File: src/rtl/hazard_forward_ctrl.sv
// rtl/hazard_forward_ctrl.sv - EX-stage operand forwarding select and load-use stall control
// Position 0 is the EX slot; positions 1..DEPTH are the tag stages that follow it.
module hazard_forward_ctrl #(
  parameter int REG_AW     = 5,
  parameter int DEPTH      = 2,
  parameter int LOAD_STAGE = 2,
  parameter int CNT_W      = 16,
  parameter int SELW       = $clog2(DEPTH + 1)
) (
  input  logic              clk,
  input  logic              reset,
  input  logic              id_valid,
  input  logic [REG_AW-1:0] id_rs1,
  input  logic [REG_AW-1:0] id_rs2,
  input  logic              id_use_rs1,
  input  logic              id_use_rs2,
  input  logic [REG_AW-1:0] id_rd,
  input  logic              id_regwrite,
  input  logic              id_memread,
  input  logic              flush,
  output logic [SELW-1:0]   fwd_a,
  output logic [SELW-1:0]   fwd_b,
  output logic              stall,
  output logic [CNT_W-1:0]  stall_cnt
);

  logic              pv  [0:DEPTH];
  logic              prw [0:DEPTH];
  logic [REG_AW-1:0] prd [0:DEPTH];
  // The last stage's load flag is never consulted, so it is not stored.
  logic              pld [0:DEPTH-1];

  logic [REG_AW-1:0] ex_rs1;
  logic [REG_AW-1:0] ex_rs2;
  logic              ex_use1;
  logic              ex_use2;

  logic              haz1;
  logic              haz2;

  // Scan oldest to youngest so the youngest matching producer is the one kept.
  always_comb begin
    fwd_a = '0;
    fwd_b = '0;
    for (int k = DEPTH; k >= 1; k--) begin
      if (pv[k] && prw[k] && (prd[k] != '0)) begin
        if (ex_use1 && (prd[k] == ex_rs1)) fwd_a = SELW'(k);
        if (ex_use2 && (prd[k] == ex_rs2)) fwd_b = SELW'(k);
      end
    end
    if (!pv[0]) begin
      fwd_a = '0;
      fwd_b = '0;
    end
  end

  // A nearer non-load producer overrides the hazard flag of an older load.
  always_comb begin
    haz1 = 1'b0;
    haz2 = 1'b0;
    for (int j = DEPTH - 1; j >= 0; j--) begin
      if (pv[j] && prw[j] && (prd[j] != '0)) begin
        if (prd[j] == id_rs1) haz1 = pld[j] && ((j + 1) < LOAD_STAGE);
        if (prd[j] == id_rs2) haz2 = pld[j] && ((j + 1) < LOAD_STAGE);
      end
    end
  end

  assign stall = id_valid && !flush && ((id_use_rs1 && haz1) || (id_use_rs2 && haz2));

  always_ff @(posedge clk) begin
    if (reset) begin
      for (int k = 0; k <= DEPTH; k++) pv[k] <= 1'b0;
      stall_cnt <= '0;
    end else begin
      for (int k = 1; k <= DEPTH; k++) begin
        pv[k]  <= pv[k-1];
        prw[k] <= prw[k-1];
        prd[k] <= prd[k-1];
      end
      for (int k = 1; k < DEPTH; k++) pld[k] <= pld[k-1];
      pv[0]   <= id_valid && !flush && !stall;
      prw[0]  <= id_regwrite;
      prd[0]  <= id_rd;
      pld[0]  <= id_memread;
      ex_rs1  <= id_rs1;
      ex_rs2  <= id_rs2;
      ex_use1 <= id_use_rs1;
      ex_use2 <= id_use_rs2;
      if (stall && (stall_cnt != {CNT_W{1'b1}})) stall_cnt <= stall_cnt + 1'b1;
    end
  end

endmodule

File: config.mk
export PLATFORM = sky130hd
export DESIGN_NAME = hazard_forward_ctrl
export DESIGN_NICKNAME = d
export VERILOG_FILES = /design/src/rtl/hazard_forward_ctrl.sv
export SDC_FILE = /design/constraint.sdc
export NUM_CORES = 1
export LEC_CHECK = 0
export CORE_ASPECT_RATIO = 0.8
export CORE_MARGIN = 2
export CORE_UTILIZATION = 35
export CTS_CLUSTER_SIZE = 28
export DETAILED_ROUTE_END_ITERATION = 6
export HOLD_SLACK_MARGIN = 0.1
export PLACE_DENSITY = 0.58
export SLEW_MARGIN = 40
export SYNTH_ARGS = -nofsm -noshare
export SYNTH_HDL_FRONTEND = slang
export SYNTH_SLANG_ARGS = --single-unit
File: constraint.sdc
create_clock -name clk -period 2 [get_ports clk]
set_clock_uncertainty 0.1 [all_clocks]
set_input_delay 0.2 -clock clk [delete_from_list [all_inputs] [get_ports clk]]
set_output_delay 0.2 -clock clk [all_outputs]
set_load 0.01 [all_outputs]
==> metrics <==
status=finished, violations left; failing checks=setup timing; hold-fix buffers at CTS=0; CP endpoint kind=output port; Core Util, Final=0.5693; wire per inst=15.66 um; Synth Flop Type=edfxtp_1; Synth area leader=edfxtp_1; Setup-failing EPs final=18; Detailed Route Iter0 Violations=75; share of Yosys cell area claimed by the top area cell type=0.3947; io pins=44; max-cap violations=0; Die Y-Extent=77.42 um; Hold Worst Slack=355.0 ps; Final Max Slew Viols=0; share of layout cells above drive strength 1=0.3528; CTS tree=yes; Synth async-reset ratio=0; Num CTS Buffers=5; DR vias=2013; sequential power share=0.581; DR DRC count=0; Area Growth Syn to Fin=55.49%; Rel. slew slack=0.7256; Worst setup SP type=flop; largest net degree at the start of global routing=21; Final GP Congestion=0.8220; GRT overflow=0; gr usage total=0.1693; worst min path class=primary input to flop; Clock H-tree levels=2; sw power=0.4919 mW; unrepaired setup endpoints after global routing=yes; Core Rows=26; register bit count reported by yosys=50; Worst VDD drop=0.2615 mV; first-pass GRT wire length=9.735 mm; buffer levels on the longest clock path=2; number of port buffers=43; drt pass-1 iters=4; CP Class=flop to output port; final WL=6.154 mm; most frequent cell after synthesis=edfxtp_1; # diodes=0; Syn Inst Count=203; Final WS setup=-239.6 ps; Clock Latency Late Sink=300 ps; Leak Pwr=1.283 nW; cell internal pwr=1.568 mW; Synth Area per Inst=11.62 sq um; syn_nets=227; Vias/cell=5.122; sequential fraction of the synthesis area=0.5560; clock root buffer master=clkbuf_8; Max Fclk=446.5 MHz; Final ANT Viol Nets=0; initial core utilization=0.3662; dpl ws=-301.1 ps; CORE AREA=0.006441 sq mm; Hold Vio Cnt, Final=0; PwrDens=561.8 mW/mm^2; Die ar.=0.007415 sq mm; Critical Path AT=1940 ps; CTS Sinks=50; Comb power frac=0.139; Crit Path Max Fanout=2; crit path time final=2240 ps; synthesized area=0.002359 sq mm; initial antenna violation count=0; synth unique cells=39; vias in the first global route=1952; top cells by count, synth=31 x edfxtp_1, 22 x xnor2_1, 19 x dfxtp_1; Synth Warn #=0; switching part of the total power=0.2388; Final #Nets=332; Tcrit/Tclk final=1.120; clock power share=0.280; HPWL after detailed placement=4.275 mm; Die X=95.78 um; clk slew on worst S/H paths=90 ps; synth top area cells=edfxtp_1 39%, dfxtp_1 16%, xnor2_1 8.2%; Critical Path RT=1700 ps; worst-margin pin slew=411.2 ps; EDFF count, synth=31
-- worst paths after layout --
kind | startpoint | end | slack (ps) | depth (start not counted)
worst max-delay path | prd[0][6]$_DFFE_PN_ | fwd_a[1] | -240 | 6
worst min-delay path | id_rd[2] | prd[0][2]$_DFFE_PN_ | 350 | 1
worst max register to register | prd[0][2]$_DFFE_PN_ | stall_cnt[6]$_SDFFE_PP0P_ | -130 | 7
worst min register to register | prw[0][1]$_DFFE_PN_ | prw[0][2]$_DFFE_PN_ | 380 | 0
-- flip-flops by register name (all words and copies together), names as in the netlist --
register	cells
ex_rs2	5
pv	3
prw	3
pld	1
stall_cnt	16
prd	15
ex_rs1	5
ex_use2	1
ex_use1	1
-- cell type report --
class	count	area [sq um]
multi-input combinational	141	1195
sequential	50	1311
clock inverter	2	13.76
fill	547	2774
clock buffer	6	72.57
timing repair buffer	105	950.9
inverter	5	18.77
tap	84	105.1
-- cell usage in the layout (no fill, tap or decap), types with 3 or more instances in the layout --
master / Yosys / layout
and4_1: 3 / 3
o31a_1: 3 / 3
or4_1: 8 / 5
nor4_1: 6 / 3
nor2b_1: 3 / 3
buf_6: 0 / 14
o21ai_0: 3 / 3
inv_1: 5 / 4
xnor2_1: 22 / 20
and2_1: 5 / 4
clkbuf_8: 0 / 5
buf_4: 0 / 47
nand4_1: 9 / 9
and3_1: 3 / 3
nand2_1: 8 / 7
nor3_1: 7 / 4
edfxtp_1: 31 / 31
nor3_2: 0 / 3
buf_2: 1 / 4
or4_4: 0 / 3
o21a_1: 3 / 3
a21oi_1: 10 / 7
clkdlybuf4s50_1: 0 / 38
xor2_1: 8 / 8
nand3_1: 7 / 5
dfxtp_1: 19 / 19
o31ai_1: 7 / 5
a21oi_2: 0 / 3
or3_1: 5 / 3
-- repair_timing --
action / in CTS / in global routing
endpoints found under the hold margin: 0 / 0
pin swaps: 37 / 33
setup endpoints to repair: 16 / 22
buffers inserted: 17 / 11
gates resized for setup: 41 / 32
gates cloned: 2 / 0
-- power by group through the flow --
| stage | clock network, mW | logic, mW | registers (mW) |
|---|---|---|---|
| after floorplan | 0 | 0.103 | 1.21 |
| after global placement | 0 | 0.212 | 1.22 |
| after detailed placement | 0 | 0.214 | 1.22 |
| after CTS | 0.593 | 0.249 | 1.20 |
| after global routing | 0.640 | 0.308 | 1.20 |
| final | 0.576 | 0.286 | 1.20 |
-- routing by layer --
metal / global-route usage / share of wire / wire length (um)
met4: 0.04286 / 0.0084 / 52
met1: 0.2460 / 0.48 / 2957
met2: 0.2573 / 0.45 / 2785
met3: 0.03495 / 0.058 / 359
met5: 0 / 0 / 0
-- stage by stage --
stage                     total power [mW]  area, sq um  setup TNS (ps)  cells
after floorplan                      1.314         2359               0    203
after global placement               1.433         3142           -4028    358
after detailed placement             1.435         3142           -4378    358
after CTS                            2.041         3453           -1642    385
after global routing                 2.152         3667           -3688    393
final                                2.060         3667           -2028    393
-- worst max-delay path: stages (launching register included) --
cell and delay [ps]:
edfxtp_1 380, or4_1 520, o211ai_1 230, buf_4 150
nor3_2 40, nor3_1 170, buf_2 160
-- cell families (layout without fill, tap and decap cells) --
kind of cell	Yosys count	after routing	share of synthesized area
DFF	50	50	0.5560
adders and majority gates	1	1	0.005304
xor gates and xnor gates	30	30	0.1114
buffers and inverters	12	118	0.01963
AOI/OAI and AO/OA	40	40	0.1300
and+or+nand+nor	70	70	0.1777
(Power assumes the default switching activity.)
